File: src/rtl/elm_pkg.sv
// Shared definitions for the ELM P-sample sequencer: default widths,
// watchdog limits and the sequencer state encoding.
package elm_pkg;

    localparam int IDX_W_DEF   = 9;
    localparam int TMO_W_DEF   = 8;
    localparam int TMO_MAX_DEF = 200;

    typedef enum logic [2:0] {
        ST_IDLE  = 3'd0,
        ST_CLR   = 3'd1,
        ST_START = 3'd2,
        ST_WAIT  = 3'd3,
        ST_WRITE = 3'd4,
        ST_ADV   = 3'd5,
        ST_FIN   = 3'd6
    } seq_state_e;

    // Every state other than IDLE belongs to an active pass.
    function automatic logic state_is_busy(input seq_state_e s);
        return (s != ST_IDLE);
    endfunction

endpackage

File: src/rtl/elm_wait_timer.sv
// Clear/enable up-counter with a terminal-count flag, used as the
// calc_done watchdog. The owner clears it before the count can wrap.
module elm_wait_timer #(
    parameter int W  = 8,
    parameter int TC = 199
) (
    input  logic clk,
    input  logic rst,
    input  logic clr,
    input  logic en,
    output logic tc
);

    logic [W-1:0] count_r;

    // Count while enabled; a clear takes priority over counting.
    always_ff @(posedge clk or posedge rst) begin
        if (rst) begin
            count_r <= '0;
        end else if (clr) begin
            count_r <= '0;
        end else if (en) begin
            count_r <= count_r + {{(W-1){1'b0}}, 1'b1};
        end else begin
            count_r <= count_r;
        end
    end

    assign tc = (count_r == W'(TC));

endmodule

File: src/rtl/elm_p_sequencer.sv
// Control side of the P-sample index counter: for every sample it starts
// the hidden-layer compute unit, waits for its done pulse, writes the
// result at P_index and advances the counter until stop is seen.
module elm_p_sequencer
    import elm_pkg::*;
#(
    parameter int IDX_W   = IDX_W_DEF,
    parameter int TMO_W   = TMO_W_DEF,
    parameter int TMO_MAX = TMO_MAX_DEF
) (
    input  logic             clk,
    input  logic             rst,
    input  logic             go,
    input  logic             abort,
    input  logic [IDX_W-1:0] P_index,
    input  logic             stop,
    output logic             en_P,
    output logic             rst_P,
    output logic             calc_start,
    input  logic             calc_done,
    output logic             wr_en,
    output logic [IDX_W-1:0] wr_addr,
    output logic             busy,
    output logic             done,
    output logic             err
);

    seq_state_e       state_r;
    logic [IDX_W-1:0] wr_addr_r;
    logic             err_r;
    logic             wd_clr_s;
    logic             wd_en_s;
    logic             wd_tc_s;

    // The watchdog restarts on every START and only advances in WAIT.
    assign wd_clr_s = (state_r == ST_START);
    assign wd_en_s  = (state_r == ST_WAIT);

    elm_wait_timer #(
        .W  (TMO_W),
        .TC (TMO_MAX - 1)
    ) u_wd (
        .clk (clk),
        .rst (rst),
        .clr (wd_clr_s),
        .en  (wd_en_s),
        .tc  (wd_tc_s)
    );

    // Sequencer state, captured write address and sticky timeout flag.
    // Abort outranks calc_done, stop and the watchdog in any active state.
    always_ff @(posedge clk or posedge rst) begin
        if (rst) begin
            state_r   <= ST_IDLE;
            wr_addr_r <= '0;
            err_r     <= 1'b0;
        end else if (abort && state_is_busy(state_r)) begin
            state_r <= ST_IDLE;
        end else begin
            case (state_r)
                ST_IDLE: begin
                    if (go) begin
                        state_r <= ST_CLR;
                        err_r   <= 1'b0;
                    end else begin
                        state_r <= ST_IDLE;
                    end
                end
                ST_CLR:   state_r <= ST_START;
                ST_START: state_r <= ST_WAIT;
                ST_WAIT: begin
                    if (calc_done) begin
                        state_r   <= ST_WRITE;
                        wr_addr_r <= P_index;
                    end else if (wd_tc_s) begin
                        state_r <= ST_IDLE;
                        err_r   <= 1'b1;
                    end else begin
                        state_r <= ST_WAIT;
                    end
                end
                ST_WRITE: state_r <= stop ? ST_FIN : ST_ADV;
                ST_ADV:   state_r <= ST_START;
                ST_FIN:   state_r <= ST_IDLE;
                default:  state_r <= ST_IDLE;
            endcase
        end
    end

    // Moore output decode from the registered state.
    always_comb begin
        en_P       = 1'b0;
        rst_P      = 1'b0;
        calc_start = 1'b0;
        wr_en      = 1'b0;
        done       = 1'b0;
        case (state_r)
            ST_CLR:   rst_P      = 1'b1;
            ST_START: calc_start = 1'b1;
            ST_WRITE: wr_en      = 1'b1;
            ST_ADV:   en_P       = 1'b1;
            ST_FIN: begin
                done  = 1'b1;
                rst_P = 1'b1;
            end
            default: begin
                en_P = 1'b0;
            end
        endcase
    end

    assign busy    = state_is_busy(state_r);
    assign wr_addr = wr_addr_r;
    assign err     = err_r;

endmodule

File: config.mk
export PLATFORM = sky130hd
export DESIGN_NAME = elm_p_sequencer
export DESIGN_NICKNAME = d
export VERILOG_FILES = /design/src/rtl/elm_pkg.sv /design/src/rtl/elm_wait_timer.sv /design/src/rtl/elm_p_sequencer.sv
export SDC_FILE = /design/constraint.sdc
export NUM_CORES = 1
export LEC_CHECK = 0
export BUFFER_PORTS_ARGS = -buffer_cell sky130_fd_sc_hd__buf_4
export CORE_MARGIN = 3
export CORE_UTILIZATION = 53
export DETAILED_ROUTE_END_ITERATION = 12
export PLACE_DENSITY = 0.82
export SLEW_MARGIN = 20
export SYNTH_ARGS = -nofsm -noshare
export SYNTH_HDL_FRONTEND = slang
export SYNTH_HIERARCHICAL = 1
export SYNTH_SLANG_ARGS = --single-unit
File: constraint.sdc
create_clock -name clk -period 3 [get_ports clk]
set_input_delay 0.15 -clock clk [delete_from_list [all_inputs] [get_ports clk]]
set_output_delay 0.15 -clock clk [all_outputs]
set_load 0.1 [all_outputs]
After elaboration in Yosys (flattened, before gate mapping)
Cells that the tools add are included.

storage, ports and cells
  register bits = 21
  bits of input ports = 15
  logic and storage cells = 42

cells by class
  $add $sub $neg = 1
  eq/ne operators = 10
  mux-type cells = 17
  bitwise logic cells = 1
  reductions and logical operators = 9

operators with widths
  operator               count
  $mux W8                2
  $pmux W3 S5            1
  $eq A3 B3 Y1 const B   3
  $mux W1                9
  $add A8 B1 Y8 const B  1
  $eq A8 B8 Y1 const B   1
  $eq A3 B2 Y1 const B   2
  $mux W3                2
  $ne A2 B2 Y1 const B   3
  $reduce_and A5 Y1      1
  $mux W2                2
  $reduce_bool A2 Y1     2
  $reduce_or A2 Y1       2
  $eq A3 B1 Y1 const B   1
  $logic_not A3 Y1       1
  $reduce_and A3 Y1      1
  $reduce_bool A3 Y1     1
  $pmux W1 S2            1
  $logic_and A1 B1 Y1    1
  $not A1 Y1             1

Depth between registers and ports, before layout
Gate-level depths: netlist of the first run.

  depth after elaboration = 5
  gate-level depth with buffers = 6
  mapped depth without buffers = 6

Modules after synthesis
Netlist of the first run, hierarchy kept.

modules (own cells, without submodules)
  module           instances  cells an instance  area each (µm²)
  elm_p_sequencer  1          49                 598.1
  elm_wait_timer   1          40                 406.6

Least setup slack after synthesis of the first run
OpenSTA, ideal clock, no wires.

  path type = register to register
  from = register state_r[2]
  to = register u_wd.count_r[6]
  library setup time = 0.077 ns
  arrival = 2.903 ns
  required time = 2.923 ns
  path slack = 0.019 ns
  stages on the path, launching flop included = 7
  period minus slack after synthesis = 2.981 ns
  cells stage by stage = dfrtp_1 > nor2b_1 > nor2b_1 > buf_6 > o2111ai_2 > or3_1 > a21oi_1

between the ends
  cells in the longest elaborated chain, start to end = 2

ends and longest elaborated chain
  item                                           line                                          RTL
  start: declaration                             elm_p_sequencer.sv:28                         seq_state_e state_r;
  start signal: assignment                       elm_p_sequencer.sv:82                         ST_WRITE: state_r <= stop ? ST_FIN : ST_ADV;
  $eq A3 B2 Y1 (on tied branches)                elm_p_sequencer.sv:36, elm_p_sequencer.sv:37
  $mux W8 or $reduce_bool A2 Y1 (tied branches)  n/a
  end signal: assignment                         elm_wait_timer.sv:23                          count_r <= count_r + {{(W-1){1'b0}}, 1'b1};
  end signal: assignment                         elm_wait_timer.sv:25                          count_r <= count_r;
  end: declaration                               elm_wait_timer.sv:14                          logic [W-1:0] count_r;

Several ways; a longest one is shown, not always the timed one.
A chain may end at the register's enable or synchronous reset.

Final worst setup path of the first run
  from = register state_r[1]
  to = register u_wd.count_r[7]

Same word-level chain as after synthesis.

==> impl_results.md, run 1 <==
- Cell at the root of the clock tree: clkbuf_4
- Most frequent cell on the critical path: nor2b_1
- Mapped Cells: 89
- Share of the yosys chip area belonging to registers: 52.3%
- Via count of the first global-routing pass: around 700
- Half-perimeter wire length after placement: 1490 µm
- Skew final: about 5.5 ps
- Largest buffer count on any clock path: 2
- Synth area leaders: dfrtp_1, mux2_2, nor2_1
- Clock sink total: 21
- Clock buffers created by TritonCTS: 3
- Number of endpoints failing setup at the final stage: 0
- Initial DRC count: 16
- Fmax achieved: 567 MHz
- Die ar.: ~0.0025 mm²
- Die H: 49.5 µm
- Yosys reg bits: 21
- Kind of start point of the critical path: register
- Data required time at the worst endpoint: 3230 ps
- DRC violations left: 0
- Number of warnings printed during yosys synthesis: 6
- Number of antenna-violating nets in the routed design: 0
- Worst hold path type: input port to register
- Crit path kind: register to register
- Relative slew slack: 67.8%
- Number of max-cap violations: 0
- Number of slew-limit violations in the final report: 0
- Fraction of final layout cells sized beyond drive strength 1: 39.7%
- Clk slew on worst S/H paths: approximately 120 ps
- Congestion Overflow GR: 0
- Clock insertion delay at the later pin of the skew report: 300 ps
- Final WL: 1910 µm
- Post-Syn Nets: 105
- Number of fill cells in the layout: 135
- Data arrival at the endpoint of the critical path: 1990 ps
- Transition at the pin with the smallest max-transition slack: 483 ps
- Total via count after detailed routing: 770
- Hold depth: 2
- Nets: roughly 140
- Worst path top cell family by delay: simple AND/OR/NAND/NOR gates
- Final min period: 1760 ps
- Highest net fanout along the worst path: 10
- Mean area per synthesized cell: 11.3 µm²
- Die width: approximately 50 µm
- Maximum single-stage delay on the critical path: 460 ps
- Number of H-tree levels: 1
- Buffers on Ports: 30
- Cell taking the most area after synthesis: dfrtp_1
- Fraction of synthesized cell area taken by the top area cell type: a little over half
- Cell area after technology mapping: 0.00100 mm²
- GRT Util Overall: 16.9%
- First-pass iteration count of the detailed router: 4
- Final critical-path share of the clock period: between 50% and 60%
- Setup repair after global routing missed its margin: no
- Antenna violations before repair: 0
- Count of buffering cells on the critical path with inverters included: 1
- Core box area: roughly 0.0018 mm²
- Total Neg Setup Slack: 0 ps
- Pin count of the biggest net entering global routing: 14
- Reg2reg path depth: 6
- Post-CTS Setup Bufs: 0
- Result of the run: complete, no violations
- Critical path's slowest cell: dfrtp_1
- Max layer used: met4
- Vias per cell: roughly 5.3
- List of cells traversed by the critical path: nor2b_1 -> nor2b_1 -> buf_4 -> o2111ai_2 -> or3_1 -> a21oi_1
- Antenna cell count: 0
- Number of unique standard cell types used by synthesis: 33
- Final GP Congestion: 0.925
- CTS tree: done
- Final routed wire length divided by cell count: 13.1 µm
- Number of stages on the worst setup path: 6
- Area growth, synth to finish: 26.6%
- Length of routed met3 wiring: 123 µm
- First-pass GRT wire length: 3240 µm
- Number of top-level design ports: 31
- Number of hold violations in the final report: 0
- Met1 wire length: 880 µm
- Post-cts sizing count: 0
- Detailed-routed wire length on met2: 890 µm
- Capturing element type of the critical path: register
- Cell row count: 15
- Initial standard-cell utilization of the core: 57.0%
[cells in the mapped netlist]
cell type,instances
dfrtp_1,21
mux2_2,9
nor2_1,7
a21oi_1,5
inv_1,5
nand2_1,4
o21ai_0,4
nand4_1,3
or3_1,3
xor2_1,3
buf_6,2
nor2b_1,2
a22oi_1,1
a2bb2oi_1,1
a41oi_1,1
and2_1,1
and3_1,1
and3b_1,1
and3b_2,1
buf_4,1
clkbuf_1,1
ha_1,1
mux2i_1,1
nand3b_1,1
nor3_1,1
nor3b_1,1
nor3b_2,1
nor4_1,1
o2111ai_2,1
o21bai_1,1
o31ai_1,1
or2_2,1
xnor2_1,1
[final cells by class]
type                       count  area [µm²]  area share (%)
clock inverter                 1        5.00           0.393
sequential                    21         526            41.3
inverter                       5        18.8            1.47
timing repair buffer          32         243            19.1
tap                           25        31.3            2.46
clock buffer                   3        22.5            1.77
multi-input combinational     59         427            33.5
[registers in the layout, indices dropped and copies added, names as in the netlist]
signal	flops
err	1
wr_addr	9
state_r	3
u_wd/count_r	8
[worst paths after layout]
check | startpoint | endpoint | slack [ps]
max | state_r[1] | u_wd/count_r[7] | 1240
min | go | err | 20
max reg2reg | state_r[1] | u_wd/count_r[7] | 1240
min reg2reg | wr_addr[3] | wr_addr[3] | 520
max in group asynchronous | rst | err | 2240
min in group asynchronous | rst | u_wd/count_r[2] | 350
[worst register-to-register path, delay by kind of cell, from the launching register on]
kind,cells,cell delay [ps]
and+or+nand+nor,3,740
DFF,1,460
AOI/OAI and AO/OA,2,320
buffers and inverters,1,180
[cells in the final DEF (no fill, tap or decap)]
| cell | instances |
|---|---|
| buf_4 | 31 |
| dfrtp_1 | 21 |
| mux2_2 | 9 |
| nor2_1 | 7 |
| inv_1 | 5 |
| a21oi_1 | 5 |
| nand2_1 | 4 |
| o21ai_0 | 4 |
| clkbuf_4 | 3 |
| nand4_1 | 3 |
| or3_1 | 3 |
| xor2_1 | 3 |
| nor2b_1 | 2 |
| nor3b_2 | 1 |
| and3_1 | 1 |
| and2_1 | 1 |
| nor3_1 | 1 |
| and3b_2 | 1 |
| a2bb2oi_1 | 1 |
| a22oi_1 | 1 |
| o31ai_1 | 1 |
| and3b_1 | 1 |
| nor3b_1 | 1 |
| or2_2 | 1 |
| o21bai_1 | 1 |
| a41oi_1 | 1 |
| clkinv_2 | 1 |
| dlygate4sd3_1 | 1 |
| o2111ai_2 | 1 |
| xnor2_1 | 1 |
| mux2i_1 | 1 |
| nand3b_1 | 1 |
| nor4_1 | 1 |
| ha_1 | 1 |
[per-layer routing]
metal  up-vias  global-route usage (%)
li1        374                       -
met1       368                    24.0
met2        26                    24.2
met3         2                    4.53
met4         0                    6.91
met5         -                       0
[cell families (layout without fill, tap and decap cells)]
group	after synthesis	in the layout	synth area share, %
fa+ha+maj	1	1	1.25
simple gates	29	29	16.7
xor+xnor	4	4	3.49
flops	21	21	52.3
compound gates	15	15	9.96
buf+inv	9	41	5.23
mux	10	10	11.1
[what timing repair did]
action                                  in CTS  in global routing
hold buffers                                 1                  0
hold endpoints to repair                    21                  0
endpoints found under the setup margin       0                  0
[per-stage QoR]
step                      area, µm²  std cells  util, %  setup WS, ps  hold WS, ps
after floorplan                1000         89        -          19.2        -34.3
after global placement         1230        141     70.0          1330          122
after detailed placement       1230        141     70.0          1280          125
after CTS                      1270        146     72.1          1240         11.7
after global routing           1270        146     72.1          1090         5.05
final                          1270        146     72.1          1240         20.1
Power of run 1 is not shown: default switching activity piles up to over one toggle a cycle in this logic, so the estimate is an artifact.
==> run 2, diff against run 1 <==
- CORE_UTILIZATION: 53 -> 44
- PLACE_DENSITY: 0.82 -> 0.73
- clock period: 3 -> 1.47 ns (I/O delays scaled with it)
==> impl_results.md, run 2 (synthesized netlist as in run 1, its figures left out) <==
- Result of the run: complete, but fails checks
- Failing checks: negative setup slack
- Min-delay src: calc_done
- List of cells traversed by the critical path: buf_6 -> and3b_2 -> or2_4 -> buf_12
- Core box area: 0.00206 mm²
- Number of hold violations in the final report: 0
- Largest buffer count on any clock path: 2
- Final WL: ~3300 µm
- Count of buffering cells on the critical path with inverters included: 2
- Peak ir drop on the vdd network: around 2.2 mV
- Transition at the pin with the smallest max-transition slack: 521 ps
- Setup repair after global routing missed its margin: yes
- Fin worst setup slack: -83.8 ps
- Worst hold-check slack: 177 ps
- Hold depth: 4
- Reg-to-reg startpoint: state_r[1]
- End-of-flow core utilization: 86.3%
- Number of max-cap violations: 0
- Relative slew slack: about 65%
- Crit path kind: register to output port
- Die width: 53.8 µm
- Fmax achieved: 644 MHz
- Pwr dens: 1990 mW/mm²
- Clk slew on worst S/H paths: 110 ps
- Worst path top cell family by delay: flip-flops
- Final routed wire length divided by cell count: 17.8 µm
- Cell row count: 16
- Number of flip-flops under the largest register name: 9
- Clock sink total: 21
- Placed inst area: ~0.0014 mm²
- Fraction of final layout cells sized beyond drive strength 1: roughly 56%
- DRC violations left: 0
- Capturing element type of the critical path: output port
- Data arrival at the endpoint of the critical path: 1480 ps
- R2R setup slack: -70 ps
- Via count of the first global-routing pass: roughly 1000
- Worst reg2reg path endpoint: u_wd/count_r[7]
- Area growth, synth to finish: 77.2%
- Half-perimeter wire length after placement: 1790 µm
- Number of slew-limit violations in the final report: 0
- Tot Pwr: roughly 3.5 mW
- First-pass GRT wire length: about 4400 µm
- Nets: between 150 and 200
- Worst Hold End: state_r[1]
- Skew final: approximately 1.7 ps
- Clock buffers created by TritonCTS: 3
- Pin count of the biggest net entering global routing: 14
- Total area of sequential cells: 528 µm²
- Number of top-level design ports: 31
- Initial standard-cell utilization of the core: 48.7%
- Highest-count cells in the layout ignoring fill and taps: buf_4, dfrtp_1, dlygate4sd3_1
- Final min period: 1550 ps
- Antenna violations before repair: 1
- Kind of start point of the critical path: register
- Data required time at the worst endpoint: 1400 ps
- Number of fill cells in the layout: 96
- Total via count after detailed routing: 975
- Reg2reg path depth: 5
- CTS tree: done
- Finished layout cell area: 0.00178 mm²
- Congestion Overflow GR: 0
- Highest net fanout along the worst path: 4
- Area of the multi-input gates: between 500 and 600 µm²
- Number of endpoints failing setup at the final stage: 11
- Buffers on Ports: 30
- Most frequent standard cell in the layout excluding fill and tap cells: buf_4
- Cell at the root of the clock tree: clkbuf_4
- First-pass iteration count of the detailed router: 4
- Die H: 53.8 µm
- Critical path's slowest cell: dfrtp_2
- Number of H-tree levels: 1
- Die ar.: 0.00289 mm²
- Initial DRC count: 30
- Vias per cell: 5.30
- Clock insertion delay at the later pin of the skew report: 290 ps
- Final GP Congestion: 0.816
- Maximum single-stage delay on the critical path: around 460 ps
- Number of antenna-violating nets in the routed design: 0
- Leakage power figure: approximately 0.85 nW
- Final critical-path share of the clock period: 106%
- Worst hold path type: input port to register
- GRT Util Overall: between 20% and 30%
[run 2: changes by cell type in the layout (fill, tap and decap cells not counted), moves of 3 or more]
cell	before	now
buf_4	31	45
mux2_4	0	9
buf_12	0	5
mux2_2	9	0
buf_6	0	3
dlygate4sd3_1	1	13
[run 2: cell type report]
| class | instances | share of cell area, % |
|---|---|---|
| repair buffers | 67 | 35.2 |
| clock buffers | 4 | 1.48 |
| well taps | 27 | 1.90 |
| inverters | 5 | 1.05 |
| multi-input cells | 59 | 30.6 |
| diodes | 1 | 0.141 |
| flip-flops and latches | 21 | 29.7 |
[run 2: report_power, final]
group          switching, mW  internal [mW]  total, mW
Combinational           1.62          0.803       2.42
Sequential             0.105          0.738      0.842
Clock                  0.165          0.105      0.270
Total                   1.89           1.65       3.54
[run 2: worst min-delay path, cell delays in order]
cell and delay (ps):
buf_4 100, o21ai_2 60, a2bb2oi_1 150, nor2_1 60
[run 2: worst max-delay path by stage]
stage / start / end / cells past startpoint
finish: state_r[2] / rst_P / 4
global route: state_r[1] / rst_P / 4
CTS: state_r[2] / rst_P / 4
detailed placement: state_r[1] / u_wd/count_r[5] / 5
global placement: state_r[2] / u_wd/count_r[5] / 5
floorplan: state_r[2] / u_wd/count_r[6] / 6
[run 2: repair_timing]
action / CTS / global route
pin swaps: 2 / 6
setup endpoints to repair: 22 / 23
endpoints found under the hold margin: 34 / 0
gates cloned: 0 / 1
setup buffers: 2 / 4
hold buffers: 13 / 0
gates resized for setup: 19 / 24
[run 2: metrics by stage]
stage          cells  setup TNS [ps]  setup WS (ps)
3_3_place_gp     159           -39.4          -39.4
6_report         184            -417          -83.8
2_1_floorplan     89           -1640           -527
3_5_place_dp     159            -322           -117
4_1_cts          178            -320          -99.7
5_1_grt          184           -1410           -147
[run 2: routing by layer]
| metal | share of wire, % | up-vias | GRT usage [%] |
|---|---|---|---|
| li1 | - | 447 | - |
| met1 | 43 | 489 | 26.0 |
| met2 | 52 | 35 | 37.5 |
| met3 | 4.3 | 4 | 4.71 |
| met4 | 0.91 | 0 | 5.11 |
| met5 | 0 | - | 0 |
No activity file was read; power rests on OpenSTA's default activity.
==> run 3, diff against run 2 <==
- CORE_UTILIZATION: 44 -> 53
- PLACE_DENSITY: 0.73 -> 0.82
- clock period: 1.47 -> 1.8 ns (I/O delays scaled with it)
==> impl_results.md, run 3 (synthesized netlist as in run 1, its figures left out) <==
- First-pass GRT wire length: between 3000 and 4000 µm
- Data required time at the worst endpoint: 1710 ps
- Die H: 49.5 µm
- Clock insertion delay at the later pin of the skew report: 290 ps
- End-of-flow core utilization: 75.8%
- R2R setup slack: 100 ps
- Fin worst setup slack: approximately 84 ps
- Final WL: between 2000 and 2500 µm
- Number of H-tree levels: 1
- Clk slew on worst S/H paths: ~110 ps
- Capturing element type of the critical path: output port
- Highest net fanout along the worst path: 11
- Number of top-level design ports: 31
- Post-CTS Setup Bufs: 0
- Area growth, synth to finish: 33.1%
- Number of max-cap violations: 0
- Relative slew slack: about 68%
- Cell row count: 15
- Data arrival at the endpoint of the critical path: 1630 ps
- Transition at the pin with the smallest max-transition slack: 482 ps
- Clock buffers created by TritonCTS: 3
- Antenna violations before repair: 0
- Pin count of the biggest net entering global routing: 14
- Number of slew-limit violations in the final report: 0
- Reg-to-reg startpoint: state_r[2]
- Worst slack after detailed placement: 88.4 ps
- Highest-count cells in the layout ignoring fill and taps: buf_4, dfrtp_1, mux2_2
- Most frequent standard cell in the layout excluding fill and tap cells: buf_4
- Half-perimeter wire length after placement: 1570 µm
- Fraction of final layout cells sized beyond drive strength 1: about 42%
- Final routed wire length divided by cell count: 13.7 µm
- Number of flip-flops under the largest register name: 9
- Vias per cell: 5.40
- Skew final: 3.99 ps
- Worst hold path type: input port to register
- Buffers on Ports: 30
- Final critical-path share of the clock period: between 90% and 100%
- Core box area: 0.00176 mm²
- DRC violations left: 0
- Number of fill cells in the layout: 150
- Initial standard-cell utilization of the core: 57.0%
- CTS tree: done
- Number of antenna-violating nets in the routed design: 0
- Largest buffer count on any clock path: 2
- Via count of the first global-routing pass: 861
- Die width: 49.5 µm
- Clock sink total: 21
- Kind of start point of the critical path: register
- Cell at the root of the clock tree: clkbuf_4
- Congestion Overflow GR: 0
- Result of the run: complete, no violations
- Initial DRC count: 19
- Nets: 142
- GRT Util Overall: 18.5%
- Crit path kind: register to output port
- Number of endpoints failing setup at the final stage: 0
- Final min period: 1720 ps
- Setup repair after global routing missed its margin: no
- Beginning of the critical path: state_r[0]
- Antenna cell count: 0
- Fmax achieved: 583 MHz
- First-pass iteration count of the detailed router: 4
- Final GP Congestion: 0.836
- Total via count after detailed routing: 810
- Number of hold violations in the final report: 0
- Die ar.: 0.00245 mm²
- Min-delay src: P_index[7]
## run 3: cell count changes in the layout (fill, tap and decap cells not counted), sizes merged
cell	change
diode	-1
buf	-21
clkbuf	-1
dlygate4sd3	-9
## run 3: final timing paths
kind	end	cells past startpoint
max in group asynchronous	state_r[2]	3
hold reg to reg	wr_addr[7]	1
setup / recovery	rst_P	3
setup reg to reg	wr_addr[6]	3
min in group asynchronous	u_wd/count_r[0]	3
hold / removal	wr_addr[7]	2
## run 3: metrics by stage
stage                     std cells  setup TNS (ps)  hold WS (ps)  instance area [µm²]
after detailed placement        142               0          68.4                 1260
after CTS                       150               0          13.9                 1330
final                           150               0          20.8                 1340
after global routing            150               0          7.24                 1340
after floorplan                  89            -451         -94.3                 1020
after global placement          142               0          60.6                 1260
## run 3: area by class of cell
class	instances	area (µm²)	share of cell area, %
clock buffer	4	26.3	1.96
inverter	5	18.8	1.40
multi-input combinational	59	449	33.6
sequential	21	528	39.5
tap	25	31.3	2.34
timing repair buffer	36	284	21.2
## run 3: repair_timing
item,in CTS,in global routing
pin swaps,0,0
resized for setup,1,3
cloned,0,0
setup endpoints to repair,1,4
hold endpoints to repair,25,0
hold buffers,4,0
## run 3: critical path: stages, from the launching register on
cell and delay, ps:
dfrtp_1 560, and3b_2 260, or2_2 290, buf_4 230
## run 3: per-layer routing
layer / part of all wire (%) / up-vias / GRT usage (%)
li1: - / 386 / -
met1: 43 / 396 / 22.9
met2: 50 / 26 / 32.8
met3: 6.3 / 2 / 3.02
met4: 0.78 / 0 / 5.53
met5: 0 / - / 0
Power of run 3 is left out for the same reason.
